--- src/rtl/led_flasher_multi.sv ---
// led_flasher_multi: NUM_CH independent LED flashers with solid/blink mode, abort, and busy/done status.
// Optional feature macro LED_FLASHER_RETRIGGER_EN: trigger during RUN restarts the flash.
module led_flasher_multi #(
   parameter int SYS_FREQ  = 100000000,
   parameter int PERIOD_MS = 20000,
   parameter int BLINK_MS  = 250,
   parameter int NUM_CH    = 4,
   parameter int LED_W     = 4
) (
   input  logic                    clk,
   input  logic                    reset,
   input  logic [NUM_CH-1:0]       trigger,
   input  logic [NUM_CH-1:0]       mode,
   input  logic [NUM_CH-1:0]       abort,
   output logic [NUM_CH*LED_W-1:0] led_on,
   output logic [NUM_CH-1:0]       busy,
   output logic [NUM_CH-1:0]       done
);
   localparam logic [63:0] FLASH_CYC = 64'(SYS_FREQ) / 64'd1000 * 64'(PERIOD_MS);
   localparam logic [63:0] HALF_CYC  = 64'(SYS_FREQ) / 64'd1000 * 64'(BLINK_MS);
   localparam logic [31:0] CNT_LAST  = 32'(FLASH_CYC - 64'd1);
   localparam logic [31:0] HCNT_LAST = 32'(HALF_CYC - 64'd1);

   typedef enum logic {IDLE, RUN} state_t;

   for (genvar c = 0; c < NUM_CH; c++) begin : g_ch
      state_t      state_q, state_d;
      logic [31:0] cnt_q, cnt_d, hcnt_q, hcnt_d;
      logic        phase_q, phase_d, mode_q, mode_d, led_q, led_d, done_q, done_d;
      logic        start;

      // next state: abort beats (re)start, which beats natural completion; LED drive follows the next state
      always_comb begin
         state_d = state_q;
         cnt_d   = cnt_q;
         hcnt_d  = hcnt_q;
         phase_d = phase_q;
         mode_d  = mode_q;
         done_d  = 1'b0;
`ifdef LED_FLASHER_RETRIGGER_EN
         start   = trigger[c] && !abort[c];
`else
         start   = trigger[c] && !abort[c] && state_q == IDLE;
`endif
         if (state_q == RUN && abort[c]) begin
            state_d = IDLE;
            cnt_d   = '0;
            hcnt_d  = '0;
            phase_d = 1'b0;
         end else if (start) begin
            state_d = RUN;
            cnt_d   = '0;
            hcnt_d  = '0;
            phase_d = 1'b1;
            mode_d  = mode[c];
         end else if (state_q == RUN) begin
            if (cnt_q == CNT_LAST) begin
               state_d = IDLE;
               done_d  = 1'b1;
               cnt_d   = '0;
               hcnt_d  = '0;
               phase_d = 1'b0;
            end else begin
               cnt_d   = cnt_q + 32'd1;
               hcnt_d  = (hcnt_q == HCNT_LAST) ? '0 : hcnt_q + 32'd1;
               phase_d = (hcnt_q == HCNT_LAST) ? !phase_q : phase_q;
            end
         end
         led_d = (state_d == RUN) && (!mode_d || phase_d);
      end

      // channel registers, cleared immediately by the asynchronous reset
      always_ff @(posedge clk or negedge reset) begin
         if (!reset) begin
            state_q <= IDLE;
            cnt_q   <= '0;
            hcnt_q  <= '0;
            phase_q <= 1'b0;
            mode_q  <= 1'b0;
            led_q   <= 1'b0;
            done_q  <= 1'b0;
         end else begin
            state_q <= state_d;
            cnt_q   <= cnt_d;
            hcnt_q  <= hcnt_d;
            phase_q <= phase_d;
            mode_q  <= mode_d;
            led_q   <= led_d;
            done_q  <= done_d;
         end
      end

      assign led_on[c*LED_W +: LED_W] = {LED_W{led_q}};
      assign busy[c] = (state_q == RUN);
      assign done[c] = done_q;
   end
endmodule
--- config.mk ---
export PLATFORM = sky130hd
export DESIGN_NAME = led_flasher_multi
export DESIGN_NICKNAME = d
export VERILOG_FILES = /design/src/rtl/led_flasher_multi.sv
export SDC_FILE = /design/constraint.sdc
export NUM_CORES = 1
export LEC_CHECK = 0
export ABC_AREA = 1
export BUFFER_PORTS_ARGS = -buffer_cell sky130_fd_sc_hd__clkbuf_2
export CORE_MARGIN = 2
export CORE_UTILIZATION = 35
export CTS_BUF_LIST = sky130_fd_sc_hd__clkbuf_16
export CTS_CLUSTER_DIAMETER = 60
export DETAILED_ROUTE_END_ITERATION = 16
export SETUP_SLACK_MARGIN = 0.4
export SYNTH_ARGS = -nofsm -noshare
export SYNTH_HDL_FRONTEND = slang
export SYNTH_SLANG_ARGS = --single-unit
--- constraint.sdc ---
create_clock -name clk -period 1.72 [get_ports clk]
set_input_delay 0 -clock clk [delete_from_list [all_inputs] [get_ports clk]]
set_output_delay 0 -clock clk [all_outputs]
set_load 0.01 [all_outputs]
Word level (Yosys, flattened, before mapping)
Cells that the tools add are included.
{"block": "classes", "addsub": 8, "multipliers": 0, "div": 0, "n_lt_le_gt_ge": 0, "n_eq_ne": 8, "shifts": 0, "mux": 96, "n_bitwise": 4, "n_reduce_logical": 36}
{"operator": "2-to-1 mux 32 bit", "n": 36}
{"operator": "adder 32 x 1 -> 32 bit, second input constant", "n": 8}
{"operator": "== test 32 x 25 -> 1 bit, second input constant", "n": 4}
{"operator": "== test 32 x 31 -> 1 bit, second input constant", "n": 4}
{"operator": "2-to-1 mux 1 bit", "n": 60}
{"operator": "logical AND 1 bit", "n": 16}
{"operator": "zero test 1 bit", "n": 12}
{"operator": "nonzero test 3 bit", "n": 4}
{"operator": "logical OR 1 bit", "n": 4}
{"operator": "NOT 1 bit", "n": 4}
{"block": "totals", "ff_bits": 276, "latch_bits": 0, "ram_bits": 0, "rom_bits": 0, "input_bits": 14, "out_inout_bits": 24, "wordCells": 180, "n_memories": 0}

Depth between registers and ports, before layout
Gate-level depths: netlist (run 1).
{"block": "depth", "word_depth": 8, "ltp_mapped": 13, "ltp_nobuf": 13}

Least setup slack after synthesis (run 1)
No wires, ideal clock.
{"block": "synth_timing", "path_type": "flip-flop to flip-flop", "startpoint": "reg g_ch[1].cnt_q[0]", "endpoint": "reg g_ch[1].hcnt_q[24]", "setup_ps": 129, "t_arrival_ps": 1538, "slack_ps": 53, "path_stages_with_launch": 12, "cell_sequence": "dfrtp_1 > ha_1 > nand2_2 > nor2_4 > nand3_4 > nor2_4 > nand3_4 > nand3_4 > inv_6 > buf_12 > nand3_2 > o21ai_1"}
{"block": "synth_between", "elab_chain_cells": 5}
{"item": "start: declaration", "line": "28", "text": "logic [31:0] cnt_q, cnt_d, hcnt_q, hcnt_d;"}
{"item": "start signal: assignment", "line": "84", "text": "cnt_q <= cnt_d;"}
{"item": "== test 32 x 31 -> 1 bit", "line": "57", "text": "if (cnt_q == CNT_LAST) begin"}
{"item": "2-to-1 mux 32 bit", "line": "57"}
{"item": "2-to-1 mux 32 bit", "line": "56", "text": "end else if (state_q == RUN) begin"}
{"item": "2-to-1 mux 32 bit", "line": "50", "text": "end else if (start) begin"}
{"item": "2-to-1 mux 32 bit", "line": "45", "text": "if (state_q == RUN && abort[c]) begin"}
{"item": "end signal: assignment", "line": "85", "text": "hcnt_q <= hcnt_d;"}
{"item": "end: declaration", "line": "28"}
No other way between the ends. The select of a mux whose other input is x is not followed.
A chain may end at the register's enable or synchronous reset.

Worst setup path after layout (run 1)
{"block": "layout_timing", "startpoint": "reg g_ch[1].cnt_q[0]", "endpoint": "reg g_ch[1].cnt_q[1]"}
{"block": "layout_between", "elab_chain_cells": 5, "word_cells_on_any_way": 6}
{"item": "adder 32 x 1 -> 32 bit / == test 32 x 31 -> 1 bit (equally long branches)", "line": "64, 57"}
{"item": "2-to-1 mux 32 bit *", "line": "57"}
{"item": "2-to-1 mux 32 bit *", "line": "56"}
{"item": "2-to-1 mux 32 bit *", "line": "50"}
{"item": "2-to-1 mux 32 bit *", "line": "45"}
Mark *: on every way between the ends. The rest lies on a longest branch, timed or not. The select of a mux whose other input is x is not followed.

==> results.sh, run 1 <==
export IMPL_num_antenna_cells=0
export IMPL_h_tree_depth=2
export IMPL_drtPass1Iterations=6
export IMPL_synth_commonest_cells="nand2_1 (646), inv_1 (343), dfrtp_1 (276), nor2_1 (276), nand3_1 (196)"
export IMPL_hold_slack_ns=0.07916
export IMPL_violations="setup timing"
export IMPL_grt_start_max_net_pins=76
export IMPL_register_area_sq_um=6915
export IMPL_nNetsFinal=2979
export IMPL_synthCells=2532
export IMPL_gp_congestion=0.9262
export IMPL_grt_overflow_total=0
export IMPL_setup_violations=59
export IMPL_routed_via_density=5.136
export IMPL_critPathKind="reg2reg"
export IMPL_rsz0062_at_grt="true"
export IMPL_pre_cts_slack_ns=-0.1078
export IMPL_fmax_ghz=0.5605
export IMPL_syn_avg_cell_area_sq_um=7.002
export IMPL_tightest_slew_ns=0.6280
export IMPL_cts_root_buffer="clkbuf_16"
export IMPL_row_count=82
export IMPL_grt_usage=0.1994
export IMPL_cp_max_fo=6
export IMPL_critPathArrivalTime_ns=2.22
export IMPL_rrSetupSlack_ns=-0.06
export IMPL_drt_total_wl_microns=54710
export IMPL_worstPathRequired_ns=2.15
export IMPL_setup_slack_ns=-0.06419
export IMPL_antenna_left=0
export IMPL_syn2layout_area_growth_pct=43.92
export IMPL_pwr_density_cell_nw_per_um2=618.5
export IMPL_min_delay_start="abort[2]"
export IMPL_core_sq_um=50070
export IMPL_fp_dieH_microns=229.1
export IMPL_post_route_period_util=1.037
export IMPL_synth_most_common_cell="nand2_1"
export IMPL_synthArstFlopShare=1.000
export IMPL_synth_top_area_share=0.3896
export IMPL_rr_endpoint="g_ch[1].cnt_q[1]"
export IMPL_nFillCells=4652
export IMPL_cts_sinks=276
export IMPL_synth_seq_cells=276
export IMPL_yosys_top_cells_area="dfrtp_1 (39%), nand2_1 (14%), inv_1 (7.3%)"
export IMPL_dp_hpwl_microns=35310
export IMPL_synth_cell_area_sq_um=17730
export IMPL_die_w_microns=229.1
export IMPL_reg2reg_from="g_ch[1].cnt_q[0]"
export IMPL_dieArea_sq_um=52470
export IMPL_yosysTopAreaCell="dfrtp_1"
export IMPL_outcome="finished, violations left"
export IMPL_io_pins=38
export IMPL_relSlewSlack=0.5813
export IMPL_synth_fp_nets=2554
export IMPL_p_leak_uw=0.01096
export IMPL_drive_gt1_frac=0.3405
export IMPL_grt_antenna_before_repair=0
export IMPL_vias=18763
export IMPL_drc=0
export IMPL_clk_pin_slew_ns=0.06
export IMPL_multi_input_area_sq_um=11300
export IMPL_period_minus_slack_ns=1.784
export IMPL_min_path_type="in2reg"
export IMPL_grt_pass1_vias=18382
export IMPL_tritoncts="yes"
export IMPL_cp_end_kind="flop"
export IMPL_yosysWarningCount=0
export IMPL_initial_utilization=0.3541
export IMPL_clock_latency_ns=0.55
export IMPL_post_drt_wl_per_cell_microns=14.98
export IMPL_synth_edf_count=0
export IMPL_ys_types=51
export IMPL_grt_pass1_wl_microns=88350
export IMPL_ys_flop_type="dfrtp_1"
export IMPL_placement_io_buffers=37
export IMPL_ir_drop_v=0.0005047
export IMPL_whs_path_depth=7
export IMPL_finalHoldViolations=0
export IMPL_max_cap_violations=0
export IMPL_final_max_slew_violation_count=0
export IMPL_drtIter0Drc=1405
export IMPL_clock_skew_ns=0.01901
export IMPL_ys_seq_area_frac=0.3896
export IMPL_min_to="g_ch[2].cnt_q[9]"
export IMPL_cts_max_path_buffers=3
export IMPL_critPathLaunchType="flop"
export IMPL_cts_buffers=35
export IMPL_r2r_cells=9
## where the power goes
group	switching, uW	total, uW	internal [uW]
clock network	3010	7340	4330
registers	103	6720	6610
logic	1060	1720	665
## final cells by class
class | instances | share of cell area
Inverter | 357 | 0.05649
Tap cell | 672 | 0.03295
Timing Repair Buffer | 443 | 0.1474
Timing Repair inverter | 10 | 0.005296
Multi-Input combinational cell | 1834 | 0.4430
Sequential cell | 276 | 0.2710
Clock buffer | 37 | 0.03629
Clock inverter | 24 | 0.007551
## how the worst max path moves through the flow
stage               slack, ns                  to  cells after the start               from
CTS                     -0.01   g_ch[1].cnt_q[26]                     11   g_ch[1].cnt_q[0]
global placement        -0.06  g_ch[1].hcnt_q[27]                      9  g_ch[1].hcnt_q[2]
global route            -0.17   g_ch[0].cnt_q[26]                     13   g_ch[0].cnt_q[0]
detailed placement      -0.11  g_ch[0].hcnt_q[17]                     11  g_ch[0].hcnt_q[0]
floorplan                0.07  g_ch[1].hcnt_q[24]                     11   g_ch[1].cnt_q[0]
finish                  -0.06    g_ch[1].cnt_q[1]                      9   g_ch[1].cnt_q[0]
## kinds of logic after synthesis
kind of cell / Yosys count / synth area share
fa+ha+maj: 8 / 0.005646
simple gates: 1413 / 0.3631
mux: 1 / 0.0006351
xor+xnor: 69 / 0.03409
flops: 276 / 0.3896
compound gates: 337 / 0.1054
buf+inv: 428 / 0.1016
## worst max-delay path: stages, from the launching register on
cell and delay (ns):
dfrtp_1 0.41, ha_4 0.17, nand2_4 0.05, nor2_4 0.13
nand3_4 0.13, nor2_4 0.18, nand3_4 0.14, nand2_8 0.18
clkinv_8 0.10, a22o_1 0.18
## cell usage in the layout (no fill, tap or decap), types with 8 or more instances in the layout
cell type,count
xor2_1,59
inv_1,327
nand3_4,26
a31oi_1,9
o21ai_2,45
nor2_2,46
nor2_4,72
a21oi_1,34
buf_12,17
o22ai_2,46
xnor2_1,8
o21ai_0,34
clkbuf_16,37
nand3_1,116
nand4_1,81
nand2_1,566
nor3_2,23
nand2_2,68
nor3_1,73
o22ai_1,28
inv_2,23
nand3_2,80
nor3_4,8
dfrtp_1,269
o21ai_1,101
nand2_4,26
a21oi_2,17
buf_6,54
buf_4,314
o211ai_1,8
nor2_1,208
clkbuf_2,36
dlygate4sd3_1,16
## metal layers
layer  up-vias  part of all wire  wire (microns)  track usage
met5         -                 0               0            0
met4         0             0.024            1305      0.06392
met3       106             0.050            2725      0.03162
met2       524              0.48           26510       0.3354
met1      9004              0.44           24170       0.2620
li1       9129                 -               -            -
## timing repair
action / 4_1_cts / 5_1_grt
endpoints found under the setup margin: 266 / 294
buffers inserted: 71 / 57
pin swaps: 126 / 130
hold endpoints to repair: 314 / 22
resized for setup: 321 / 275
hold buffers: 16 / 1
cloned: 16 / 3
## state kept, by name (all words and copies together), names as in the netlist
| signal | count |
|---|---|
| g_ch.cnt_q | 128 |
| g_ch.led_q | 4 |
| g_ch.hcnt_q | 128 |
| g_ch.state_q | 4 |
| g_ch.done_q | 4 |
| g_ch.phase_q | 4 |
| g_ch.mode_q | 4 |
## per-stage QoR
step                      instances  TNS (ns)  power [uW]  instance area, sq um  utilization
after detailed placement       3429    -1.592        7984                 20780       0.4150
final                          3653    -1.083       15780                 25520       0.5096
after floorplan                2532         0        7516                 18190            -
after global placement         3429   -0.1723        7958                 20780       0.4150
after CTS                      3593  -0.04601       15750                 24010       0.4796
after global routing           3653    -14.66       16400                 25520       0.5096
No activity file was read; power rests on OpenSTA's default activity.
==> run 2: changes to the inputs <==
==> constraint.sdc (replaced) <==
create_clock -name clk -period 1.6 [get_ports clk]
set_input_delay 0 -clock clk [delete_from_list [all_inputs] [get_ports clk]]
set_output_delay 0 -clock clk [all_outputs]
set_load 0.005 [all_outputs]
==> run 2 against run 1 <==
Effect of this change:
- the flow finishes with violations (hold timing, setup timing)
- combinational power is 8% higher
- largest power group unchanged
- critical endpoint is now g_ch[0].hcnt_q[11]
- first-iteration DRC count is 5.5% lower
- sequential cell count stayed put
- clock power is 13% higher
- worst hold slack worse by 0.14 ns
- final area is 5.2% higher
- maximum frequency is 0.77% lower
- global-route usage is 0.91 points higher
- register-to-register slack worse by 0.13 ns
- clock-buffer cell count is 4 higher
- highest routed layer unchanged
- setup slack worse by 0.13 ns
- clock skew is 0.010 ns lower
==> results.sh, run 2 (same netlist as run 1, synthesis figures left out) <==
export IMPL_rrSetupSlack_ns=-0.20
export IMPL_post_drt_wl_per_cell_microns=14.80
export IMPL_drtIter0Drc=1328
export IMPL_clock_skew_ns=0.008749
export IMPL_drtPass1Iterations=5
export IMPL_grt_pass1_wl_microns=92250
export IMPL_dp_hpwl_microns=36850
export IMPL_cts_hold_buf=16
export IMPL_num_antenna_cells=0
export IMPL_layoutNonFillerInstCount=3821
export IMPL_reg2reg_from="g_ch[0].hcnt_q[23]"
export IMPL_drt_total_wl_microns=56550
export IMPL_p_leak_uw=0.01194
export IMPL_syn2layout_area_growth_pct=51.44
export IMPL_clk_pin_slew_ns=0.06
export IMPL_cts_sinks=276
export IMPL_hold_slack_ns=-0.05846
export IMPL_final_max_slew_violation_count=0
export IMPL_dieArea_sq_um=52470
export IMPL_vias=19368
export IMPL_fmax_ghz=0.5562
export IMPL_cts_root_buffer="clkbuf_16"
export IMPL_cp_end_kind="flop"
export IMPL_dp_cells=3607
export IMPL_fp_dieH_microns=229.1
export IMPL_clock_latency_ns=0.56
export IMPL_drive_gt1_frac=0.3735
export IMPL_antenna_left=0
export IMPL_tightest_slew_ns=0.5057
export IMPL_grt_usage=0.2084
export IMPL_row_count=82
export IMPL_layout_commonest_cell="nand2_1"
export IMPL_outcome="finished, violations left"
export IMPL_grt_antenna_before_repair=0
export IMPL_top_regs="g_ch.cnt_q (128), g_ch.hcnt_q (128)"
export IMPL_post_route_period_util=1.124
export IMPL_critPathKind="reg2reg"
export IMPL_drc=0
export IMPL_cts_buffers=38
export IMPL_initial_utilization=0.3541
export IMPL_die_w_microns=229.1
export IMPL_critPathLaunchType="flop"
export IMPL_io_pins=38
export IMPL_grt_start_max_net_pins=52
export IMPL_core_sq_um=50070
export IMPL_finalHoldViolations=36
export IMPL_r2r_cells=10
export IMPL_routed_via_density=5.069
export IMPL_period_minus_slack_ns=1.798
export IMPL_utilization=0.5363
export IMPL_cp_max_fo=7
export IMPL_cts_max_path_buffers=3
export IMPL_relSlewSlack=0.6625
export IMPL_worstPathRequired_ns=2.03
export IMPL_placement_io_buffers=37
export IMPL_final_cell_mix="nand2_1 (568), buf_4 (465), inv_1 (321)"
export IMPL_h_tree_depth=2
export IMPL_setup_slack_ns=-0.1980
export IMPL_setup_violations=248
export IMPL_violations="hold timing, setup timing"
export IMPL_grt_pass1_vias=19334
export IMPL_nNetsFinal=3143
export IMPL_grt_overflow_total=0
export IMPL_min_path_type="in2async"
export IMPL_rsz0062_at_grt="true"
export IMPL_rr_endpoint="g_ch[0].hcnt_q[11]"
export IMPL_max_cap_violations=0
export IMPL_tritoncts="yes"
export IMPL_gp_congestion=0.9485
export IMPL_ir_drop_v=0.0007091
export IMPL_critPathArrivalTime_ns=2.23
export IMPL_pwr_density_cell_nw_per_um2=646.7
export IMPL_nFillCells=4622
==> run 2: final cells by class <==
cell class,count,area [sq um],share of cell area
Clock buffer,41,1026,0.03821
Clock inverter,27,185.2,0.006897
Inverter,357,1416,0.05275
Multi-Input combinational cell,1832,11210,0.4175
Sequential cell,276,6917,0.2576
Tap cell,672,840.8,0.03132
Timing Repair Buffer,605,5131,0.1911
Timing Repair inverter,11,122.6,0.004567
==> run 2: how the worst max path moves through the flow <==
| stage | from | end | slack, ns |
|---|---|---|---|
| finish | g_ch[0].hcnt_q[23] | g_ch[0].hcnt_q[11] | -0.20 |
| global route | g_ch[2].hcnt_q[0] | g_ch[2].hcnt_q[28] | -0.26 |
| CTS | g_ch[1].cnt_q[1] | g_ch[1].hcnt_q[17] | -0.12 |
| detailed placement | g_ch[1].cnt_q[1] | g_ch[1].cnt_q[30] | -0.14 |
| global placement | g_ch[1].cnt_q[0] | g_ch[1].cnt_q[30] | -0.13 |
| floorplan | g_ch[1].cnt_q[0] | g_ch[1].hcnt_q[24] | -0.05 |
==> run 2: metal layers <==
layer  part of all wire  up-vias  global-route usage
met5                  0        -                   0
met4              0.028        0             0.07265
met3              0.042      115             0.02714
met2               0.49      466              0.3561
met1               0.44     9317              0.2709
li1                   -     9470                   -
==> run 2: worst max-delay path: stages (launching register included) <==
cell     delay [ns]
dfrtp_1        0.39
inv_2          0.09
nand2_1        0.09
nor3_2         0.25
nand2_1        0.12
nor2_2         0.15
nand2_1        0.11
nand3_4        0.16
buf_12         0.12
buf_16         0.13
o22ai_2        0.06
==> run 2: metrics by stage <==
stage	total power, uW	cell area [sq um]	hold WS, ns	setup TNS [ns]	setup slack [ns]
2_1_floorplan	8053	18190	-0.2956	-1.134	-0.04574
3_3_place_gp	8611	22140	-0.05141	-6.011	-0.1260
3_5_place_dp	8646	22140	-0.05234	-10.89	-0.1444
4_1_cts	17400	25410	-0.05520	-11.23	-0.1181
5_1_grt	18020	26850	-0.03269	-40.81	-0.2635
6_report	17360	26850	-0.05846	-18.80	-0.1980
==> run 2: repair_timing <==
| action | 4_1_cts | 5_1_grt |
|---|---|---|
| setup endpoints to repair | 276 | 278 |
| gates resized for setup | 301 | 289 |
| endpoints found under the hold margin | 311 | 23 |
| setup buffers | 75 | 37 |
| gates cloned | 18 | 0 |
| pin swaps | 88 | 118 |
==> run 2: power by group <==
group / internal (uW) / switching, uW
Clock: 4930 / 3380
Sequential: 7110 / 94.8
Combinational: 748 / 1100
Total: 12800 / 4580
==> run 3: changes to the inputs <==
Settings changed: BUFFER_PORTS_ARGS -buffer_cell sky130_fd_sc_hd__clkbuf_2 to default, DONT_BUFFER_PORTS from default to 1.
==> run 3 against run 2 <==
Effect of this change:
- clock skew up 0.021 ns
- total power up 0.84%
- final area fell by 1.1%
- the run still ends with hold timing, setup timing left
- final cell count fell by 1.1%
- clock power is 4.6% higher
- clock-buffer cell count decreased by 3
- sequential share of layout area is 0.27 points higher
- maximum frequency hardly changed
==> results.sh, run 3 (same netlist as run 1, synthesis figures left out) <==
export IMPL_rr_endpoint="g_ch[2].cnt_q[12]"
export IMPL_critical_path_cell_chain="inv_1 -> nand2_1 -> nor2_2 -> nand3_2 -> nor2_2 -> buf_4 -> nand2_4 -> nand2_8 -> buf_12 -> clkinv_16 -> o211ai_1 -> o21ai_1"
export IMPL_relSlewSlack=0.5505
export IMPL_clock_latency_ns=0.57
export IMPL_final_max_slew_violation_count=0
export IMPL_r2r_cells=12
export IMPL_pwr_density_cell_nw_per_um2=659.7
export IMPL_nNetsFinal=3102
export IMPL_final_cell_mix="nand2_1 (578), buf_4 (469), inv_1 (329)"
export IMPL_setup_slack_ns=-0.1991
export IMPL_min_path_type="in2async"
export IMPL_cp_slowest_cell="dfrtp_1"
export IMPL_grt_pass1_vias=19205
export IMPL_layoutNonFillerInstCount=3779
export IMPL_startpoint="g_ch[2].cnt_q[23]"
export IMPL_dp_hpwl_microns=36000
export IMPL_setup_violations=234
export IMPL_fp_dieH_microns=229.1
export IMPL_hold_slack_ns=-0.8825
export IMPL_crit_end="g_ch[2].cnt_q[12]"
export IMPL_rrSetupSlack_ns=-0.20
export IMPL_tightest_slew_ns=0.6742
export IMPL_syn2layout_area_growth_pct=49.73
export IMPL_drc=0
export IMPL_ir_drop_v=0.0007658
export IMPL_grt_antenna_before_repair=0
export IMPL_dieArea_sq_um=52470
export IMPL_gp_congestion=0.8964
export IMPL_core_sq_um=50070
export IMPL_grt_start_max_net_pins=277
export IMPL_post_route_period_util=1.124
export IMPL_grt_pass1_wl_microns=92000
export IMPL_violations="hold timing, setup timing"
export IMPL_drive_gt1_frac=0.3647
export IMPL_cp_end_kind="flop"
export IMPL_dp_cells=3566
export IMPL_antenna_left=0
export IMPL_h_tree_depth=2
export IMPL_drtPass1Iterations=6
export IMPL_worst_path_stages=12
export IMPL_fmax_ghz=0.5558
export IMPL_max_stage_delay_ns=0.38
export IMPL_outcome="finished, violations left"
export IMPL_crit_buf_inv=4
export IMPL_placement_io_buffers=0
export IMPL_grt_use_met2=0.3509
export IMPL_cp_common_cell="nor2_2"
export IMPL_drtIter0Drc=1385
export IMPL_row_count=82
export IMPL_critPathArrivalTime_ns=2.22
export IMPL_max_cap_violations=0
export IMPL_vias=19161
export IMPL_clock_skew_ns=0.02963
export IMPL_cp_top_family="simple AND/OR/NAND/NOR gates"
export IMPL_critPathKind="reg2reg"
export IMPL_p_leak_uw=0.01166
export IMPL_grt_usage=0.2072
export IMPL_period_minus_slack_ns=1.799
export IMPL_cts_sinks=276
export IMPL_cp_max_fo=7
export IMPL_critPathLaunchType="flop"
export IMPL_layout_commonest_cell="nand2_1"
export IMPL_finalHoldViolations=276
export IMPL_rsz0062_at_grt="true"
export IMPL_cts_max_path_buffers=3
export IMPL_reg2reg_from="g_ch[2].cnt_q[23]"
export IMPL_num_antenna_cells=0
export IMPL_worstPathRequired_ns=2.02
export IMPL_grtUsageMet3=0.02590
export IMPL_drt_total_wl_microns=56130
export IMPL_cts_hold_buf=12
export IMPL_routed_via_density=5.070
export IMPL_cts_buffers=38
export IMPL_cts_root_buffer="clkbuf_16"
export IMPL_io_pins=38
export IMPL_top_regs="g_ch.cnt_q (128), g_ch.hcnt_q (128)"
export IMPL_grtUsageMet1=0.2728
export IMPL_tritoncts="yes"
export IMPL_die_w_microns=229.1
export IMPL_grt_overflow_total=0
export IMPL_busiest_layer="met2"
export IMPL_initial_utilization=0.3541
export IMPL_clk_pin_slew_ns=0.06
export IMPL_post_drt_wl_per_cell_microns=14.85
run 3: cell types whose count changed in the layout (fill, tap and decap cells not counted), sizes merged:
cell	delta
bufinv	+3
buf	-3
dlygate4sd3	-4
clkbuf	-38
inv	+2
clkinv	-2
run 3: per-layer routing:
metal,up-vias,part of all wire
li1,9361,-
met1,9174,0.44
met2,519,0.48
met3,107,0.051
met4,0,0.023
met5,-,0
run 3: repair_timing:
action | in CTS | in global routing
buffers inserted | 71 | 43
setup endpoints to repair | 271 | 273
resized for setup | 308 | 267
endpoints found under the hold margin | 431 | 276
cloned | 15 | 5
pin swaps | 100 | 104
run 3: worst min path at each step:
stage	start	endpoint	slack, ns	depth (start not counted)
floorplan	reset	g_ch[0].cnt_q[0]	-0.30	0
global placement	reset	g_ch[3].cnt_q[20]	-0.29	0
detailed placement	reset	g_ch[3].cnt_q[20]	-0.29	0
CTS	reset	g_ch[3].cnt_q[19]	-0.90	0
global route	reset	g_ch[3].cnt_q[20]	-0.89	0
finish	reset	g_ch[3].cnt_q[23]	-0.88	0
run 3: cell type report:
class,instances,area [sq um]
Timing Repair inverter,12,140.1
Fill cell,4652,23520
Tap cell,672,840.8
Clock buffer,38,950.9
Sequential cell,276,6909
Inverter,357,1436
Clock inverter,29,299.0
Timing Repair Buffer,563,4765
Multi-Input combinational cell,1832,11200
run 3: through the flow:
stage	setup slack [ns]	cell area [sq um]	util	power (uW)	setup TNS [ns]
2_1_floorplan	-0.04574	18190	-	8053	-1.134
3_3_place_gp	-0.1223	21860	0.4367	8341	-6.725
3_5_place_dp	-0.1785	21860	0.4367	8367	-13.17
4_1_cts	-0.1324	25070	0.5006	17460	-11.38
5_1_grt	-0.3262	26550	0.5302	18080	-47.17
6_report	-0.1991	26550	0.5302	17510	-22.02
run 3: power by group:
| part | internal [uW] | switching, uW |
|---|---|---|
| clock network | 5170 | 3530 |
| registers | 7110 | 113 |
| logic | 656 | 942 |
